--- src/rtl/inst_mem_loader_pkg.sv ---
// Shared definitions for the instruction-memory loader: state encoding and
// the program terminator word used by the debug unit and test benches.
package inst_mem_loader_pkg;

    typedef enum logic [1:0] {
        LDR_IDLE = 2'd0,
        LDR_LOAD = 2'd1,
        LDR_DONE = 2'd2,
        LDR_ERR  = 2'd3
    } ldr_state_t;

    localparam logic [31:0] LDR_HALT_WORD = 32'hFFFF_FFFF;

endpackage

--- src/rtl/inst_mem_loader_byte_packer.sv ---
// Packs a little-endian byte stream into 32-bit words; the fourth byte is
// forwarded straight into the word so it can be registered by the caller.
module inst_mem_loader_byte_packer (
    input  logic        i_clk,
    input  logic        i_rst,
    input  logic        i_valid,
    input  logic [7:0]  i_data,
    input  logic        i_clear,
    output logic [31:0] o_word,
    output logic        o_word_valid
);

    logic [1:0]  r_count;
    logic [23:0] r_asm;

    always_ff @(posedge i_clk or posedge i_rst) begin
        if (i_rst) begin
            r_count <= 2'd0;
            r_asm   <= 24'd0;
        end else if (i_clear) begin
            // A byte arriving with the clear becomes byte 0 of the fresh word.
            r_count <= {1'b0, i_valid};
            if (i_valid) begin
                r_asm[7:0] <= i_data;
            end
        end else if (i_valid) begin
            case (r_count)
                2'd0:    r_asm[7:0]   <= i_data;
                2'd1:    r_asm[15:8]  <= i_data;
                2'd2:    r_asm[23:16] <= i_data;
                default: ;
            endcase
            r_count <= r_count + 2'd1;
        end
    end

    assign o_word       = {i_data, r_asm};
    assign o_word_valid = i_valid && !i_clear && (r_count == 2'd3);

endmodule

--- src/rtl/inst_mem_loader.sv ---
// Debug loader: packs UART bytes into instruction words, writes them to
// consecutive addresses and holds the core in reset until the terminator.
module inst_mem_loader
    import inst_mem_loader_pkg::*;
#(
    parameter int               NBITS     = 32,
    parameter int               MEM_DEPTH = 256,
    parameter logic [NBITS-1:0] HALT_WORD = NBITS'(LDR_HALT_WORD),
    localparam int              CW        = $clog2(MEM_DEPTH) + 1
) (
    input  logic             i_clk,
    input  logic             i_rst,
    input  logic             i_start,
    input  logic             i_rx_valid,
    input  logic [7:0]       i_rx_data,
    output logic             o_inst_mem_wr_en,
    output logic [NBITS-1:0] o_inst_mem_addr,
    output logic [NBITS-1:0] o_inst_mem_data,
    output logic             o_cpu_rst,
    output logic             o_busy,
    output logic             o_done,
    output logic             o_overflow,
    output logic [CW-1:0]    o_word_count,
    output ldr_state_t       o_state
);

    ldr_state_t       r_state;
    ldr_state_t       w_state_next;
    logic             w_pack_valid;
    logic [31:0]      w_word;
    logic             w_word_valid;
    logic             r_wr_en;
    logic [NBITS-1:0] r_addr;
    logic [NBITS-1:0] r_data;
    logic [CW-1:0]    r_word_count;

    // Bytes only count while loading; outside LOAD they are dropped.
    assign w_pack_valid = i_rx_valid && (r_state == LDR_LOAD);

    inst_mem_loader_byte_packer u_byte_packer (
        .i_clk        (i_clk),
        .i_rst        (i_rst),
        .i_valid      (w_pack_valid),
        .i_data       (i_rx_data),
        .i_clear      (i_start),
        .o_word       (w_word),
        .o_word_valid (w_word_valid)
    );

    always_ff @(posedge i_clk or posedge i_rst) begin
        if (i_rst) begin
            r_state <= LDR_IDLE;
        end else begin
            r_state <= w_state_next;
        end
    end

    always_comb begin
        w_state_next = r_state;
        case (r_state)
            LDR_IDLE: begin
                if (i_start) w_state_next = LDR_LOAD;
            end
            LDR_LOAD: begin
                // Exit is decided in the write cycle; terminator beats overflow.
                if (i_start) begin
                    w_state_next = LDR_LOAD;
                end else if (r_wr_en) begin
                    if (r_data == HALT_WORD) begin
                        w_state_next = LDR_DONE;
                    end else if (r_word_count == CW'(MEM_DEPTH)) begin
                        w_state_next = LDR_ERR;
                    end
                end
            end
            LDR_DONE: begin
                if (i_start) w_state_next = LDR_LOAD;
            end
            LDR_ERR: begin
                if (i_start) w_state_next = LDR_LOAD;
            end
            default: w_state_next = LDR_IDLE;
        endcase
    end

    always_ff @(posedge i_clk or posedge i_rst) begin
        if (i_rst) begin
            r_wr_en      <= 1'b0;
            r_addr       <= '0;
            r_data       <= '0;
            r_word_count <= '0;
        end else if (i_start) begin
            r_wr_en      <= 1'b0;
            r_word_count <= '0;
        end else begin
            r_wr_en <= w_word_valid;
            if (w_word_valid) begin
                r_data       <= NBITS'(w_word);
                r_addr       <= NBITS'({r_word_count, 2'b00});
                r_word_count <= r_word_count + CW'(1);
            end
        end
    end

    assign o_inst_mem_wr_en = r_wr_en;
    assign o_inst_mem_addr  = r_addr;
    assign o_inst_mem_data  = r_data;
    assign o_word_count     = r_word_count;
    assign o_busy           = (r_state == LDR_LOAD);
    assign o_done           = (r_state == LDR_DONE);
    assign o_overflow       = (r_state == LDR_ERR);
    assign o_cpu_rst        = (r_state != LDR_DONE);
    assign o_state          = r_state;

endmodule

--- config.mk ---
export PLATFORM = sky130hd
export DESIGN_NAME = inst_mem_loader
export DESIGN_NICKNAME = d
export VERILOG_FILES = /design/src/rtl/inst_mem_loader_pkg.sv /design/src/rtl/inst_mem_loader_byte_packer.sv /design/src/rtl/inst_mem_loader.sv
export SDC_FILE = /design/constraint.sdc
export NUM_CORES = 1
export LEC_CHECK = 0
export BUFFER_PORTS_ARGS = -buffer_cell sky130_fd_sc_hd__buf_2
export CORE_ASPECT_RATIO = 1.2
export CORE_MARGIN = 5
export CORE_UTILIZATION = 48
export CTS_CLUSTER_DIAMETER = 40
export CTS_CLUSTER_SIZE = 16
export DETAILED_ROUTE_END_ITERATION = 8
export PLACE_DENSITY = 0.76
export SYNTH_ARGS = -nofsm -noshare
export SYNTH_HDL_FRONTEND = slang
export SYNTH_HIERARCHICAL = 1
export SYNTH_SLANG_ARGS = --single-unit
--- constraint.sdc ---
create_clock -name i_clk -period 2.1 [get_ports i_clk]
set_clock_uncertainty 0.2 [all_clocks]
set_input_delay 0.42 -clock i_clk [delete_from_list [all_inputs] [get_ports i_clk]]
set_output_delay 0.42 -clock i_clk [all_outputs]
set_load 0.1 [all_outputs]
==> run_summary.xml <==
<?xml version="1.0" encoding="UTF-8"?>
<metrics>
  <group name="job">
    <metric name="maxCapViolCount" unit="">0</metric>
  </group>
  <group name="global_route">
    <metric name="grt_overflow" unit="">0</metric>
    <metric name="antenna_violations_before_repair" unit="">0</metric>
    <metric name="grt_pass1_wl" unit="µm">11620</metric>
    <metric name="grt_pass1_vias" unit="">2252</metric>
    <metric name="overall_global_routing_usage" unit="%">15.39</metric>
    <metric name="grt_start_max_net_pins" unit="">54</metric>
  </group>
  <group name="clock_network">
    <metric name="clk_root_buffer_cell" unit="">clkbuf_8</metric>
    <metric name="clkSlewWorstSetupHoldPaths" unit="ns">0.08</metric>
    <metric name="cts_buffer_count" unit="">9</metric>
    <metric name="clock_path_buffers" unit="">2</metric>
    <metric name="clock_tree_from_tritoncts" unit="">yes</metric>
    <metric name="htree_num_levels" unit="">3</metric>
    <metric name="clk-insertion-delay-late" unit="ns">0.34</metric>
    <metric name="clkSinkCount" unit="">79</metric>
  </group>
  <group name="synthesis">
    <metric name="syn_area" unit="mm²">0.003694</metric>
    <metric name="yosys_warnings" unit="">6</metric>
    <metric name="post-synth-top-count-cell" unit="">dfrtp_1</metric>
    <metric name="ys_async_sr_fraction" unit="%">100.0</metric>
    <metric name="synth_flop_cell" unit="">dfrtp_1</metric>
    <metric name="postSynthAreaPerCell" unit="µm²">14.32</metric>
    <metric name="ys_seq_elements" unit="">79</metric>
    <metric name="synth_cell_type_count" unit="">33</metric>
    <metric name="synth.top_cells.by_count" unit="">dfrtp_1, mux2_4, buf_4</metric>
    <metric name="synth.top_cell.area_share" unit="%">53.52</metric>
    <metric name="post_synth_main_area_contributors" unit="">dfrtp_1, mux2_4, mux2_2</metric>
    <metric name="synth_edf_count" unit="">0</metric>
    <metric name="syn-instance-count" unit="">258</metric>
    <metric name="synth-seq-area-share" unit="%">53.52</metric>
    <metric name="synth.largest_area_cell" unit="">dfrtp_1</metric>
  </group>
  <group name="sta">
    <metric name="report.final.hold_viol_count" unit="">0</metric>
    <metric name="finalCritPeriodShare" unit="%">95.59</metric>
    <metric name="highest_clock_rate" unit="MHz">498.2</metric>
    <metric name="aggregate_negative_setup_slack" unit="ns">0</metric>
    <metric name="min_period" unit="ns">2.007</metric>
    <metric name="setup_repair_after_global_routing_missed_its_margin" unit="">no</metric>
    <metric name="report.final.setup_viol" unit="">0</metric>
    <metric name="maxSlewViolCount" unit="">0</metric>
  </group>
  <group name="critical_path">
    <metric name="arrival" unit="ns">1.39</metric>
    <metric name="cp-start-kind" unit="">register</metric>
    <metric name="cp-end-kind" unit="">primary output</metric>
    <metric name="timing.critical_path.fanout_max" unit="">4</metric>
    <metric name="setup.worst_path.class" unit="">reg -&gt; out</metric>
    <metric name="required" unit="ns">1.48</metric>
  </group>
  <group name="floorplan">
    <metric name="die_area" unit="mm²">0.009556</metric>
    <metric name="pin_count" unit="">92</metric>
    <metric name="die_width" unit="µm">90.08</metric>
    <metric name="die_h" unit="µm">106.1</metric>
    <metric name="start_util" unit="%">48.75</metric>
    <metric name="rows" unit="">35</metric>
    <metric name="placeableCoreArea" unit="mm²">0.007576</metric>
  </group>
  <group name="routing">
    <metric name="initialDrtViolationCount" unit="">60</metric>
    <metric name="detail_route.wl_per_cell" unit="µm">16.97</metric>
    <metric name="antenna_violating_nets_post_route" unit="">0</metric>
    <metric name="routed_wl" unit="µm">7229</metric>
    <metric name="vias_per_cell" unit="">5.012</metric>
    <metric name="drt-pass1-iter-count" unit="">4</metric>
    <metric name="via_count" unit="">2135</metric>
    <metric name="total_drc_errors_in_the_routed_layout" unit="">0</metric>
  </group>
  <group name="cells_and_area">
    <metric name="drive_above_1_share" unit="%">51.20</metric>
    <metric name="area.growth.synth_to_final" unit="%">15.01</metric>
    <metric name="final.fill_count" unit="">622</metric>
    <metric name="finalNetCount" unit="">348</metric>
    <metric name="final_util" unit="%">56.07</metric>
    <metric name="diodes" unit="">0</metric>
  </group>
  <group name="outcome">
    <metric name="outcome" unit="">finished clean</metric>
  </group>
  <group name="place">
    <metric name="hpwl" unit="µm">5235</metric>
    <metric name="globalplace.congestion" unit="">0.8039</metric>
    <metric name="portBuffers" unit="">68</metric>
  </group>
  <group name="hold_path">
    <metric name="worstHoldPathType" unit="">in -&gt; reg</metric>
  </group>
  <group name="pwr">
    <metric name="power_leakage" unit="nW">2.158</metric>
    <metric name="vdd_drop_max" unit="mV">1.157</metric>
    <metric name="power.density_cell_area" unit="mW/mm²">1275</metric>
  </group>
</metrics>
[cells in the final DEF, fill, tap and decap left out, types with 3 or more instances in the layout]
master	n
xnor2_1	4
conb_1	23
mux2_2	26
nand4_1	9
nand2_1	5
dfrtp_1	77
clkbuf_8	11
xor2_1	3
nor4_1	3
ha_1	6
buf_12	3
inv_1	5
mux2_4	39
buf_2	65
buf_4	7
nor2_1	9
[power by group]
| part | switching (mW) | internal (mW) | total, mW |
|---|---|---|---|
| clock network | 0.511 | 0.486 | 0.997 |
| logic | 1.79 | 0.510 | 2.30 |
| registers | 0.257 | 1.86 | 2.12 |
| total | 2.56 | 2.86 | 5.42 |
[worst paths after layout]
check | startpoint | end | slack, ns | depth (start not counted)
worst max-delay path | o_state[0]$_DFFE_PP0P_ | o_cpu_rst | 0.09 | 3
worst min-delay path | i_rx_data[5] | o_inst_mem_data[29]$_DFFE_PP0P_ | 0.17 | 2
worst max register to register | o_state[1]$_DFFE_PP0P_ | o_inst_mem_data[31]$_DFFE_PP0P_ | 0.09 | 6
worst min register to register | u_byte_packer/r_asm[18]$_DFFE_PP0P_ | o_inst_mem_data[18]$_DFFE_PP0P_ | 0.30 | 1
max in group asynchronous | i_rst | u_byte_packer/r_asm[14]$_DFFE_PP0P_ | 0.93 | 4
min in group asynchronous | i_rst | o_inst_mem_data[18]$_DFFE_PP0P_ | 0.48 | 4
[flip-flops by register name (all words and copies together) (netlist names)]
name	cells
u_byte_packer/r_asm	24
o_state	2
o_word_count	9
o_inst_mem_addr	9
o_inst_mem_data	32
o_inst_mem_wr_en	1
u_byte_packer/r_count	2
[routing by layer]
layer	part of all wire, %	global-route usage, %	vias to the layer above
met2	51	25.84	69
met3	6.1	4.600	10
li1	-	-	981
met4	1.5	6.064	0
met1	41	18.53	1075
met5	0	0	-
[cells by family after synthesis]
| kind of cell | Yosys count | synth area share, % |
|---|---|---|
| other cells | 1 | 0.1015 |
| fa+ha+maj | 6 | 2.032 |
| simple gates | 43 | 7.419 |
| flops | 79 | 53.52 |
| xor+xnor | 7 | 1.660 |
| mux | 67 | 24.32 |
| compound gates | 9 | 1.796 |
| buf+inv | 46 | 9.146 |
[final cells by class]
type	instances	area [µm²]	area share (%)
Timing Repair Buffer	78	462.9	10.90
Clock inverter	3	18.77	0.4418
Clock buffer	12	155.1	3.652
Multi-Input combinational cell	155	1486	34.99
Inverter	7	30.03	0.7069
Sequential cell	79	1979	46.60
Tap cell	92	115.1	2.710
[critical path, stage by stage, from the launching register on]
cell,delay [ns]
dfrtp_2,0.42
buf_4,0.14
nand2b_2,0.20
clkbuf_4,0.29
[per-stage QoR]
step	hold slack [ns]	power [mW]	instance area [µm²]	std cells	worst slack, ns
after floorplan	0.2600	4.114	3822	280	-0.9359
after global placement	0.2813	4.401	4048	409	0.1444
after detailed placement	0.2878	4.456	4048	409	0.07855
after CTS	0.1548	5.460	4232	425	0.007493
after global routing	0.1579	5.640	4248	426	0.006449
final	0.1684	5.417	4248	426	0.09262
[timing repair]
item,CTS,global route
hold buffers,1,0
setup buffers,0,1
endpoints found under the setup margin,0,5
hold endpoints to repair,79,0
resized for setup,0,3
Note: power is estimated with default switching activity, not from simulation.
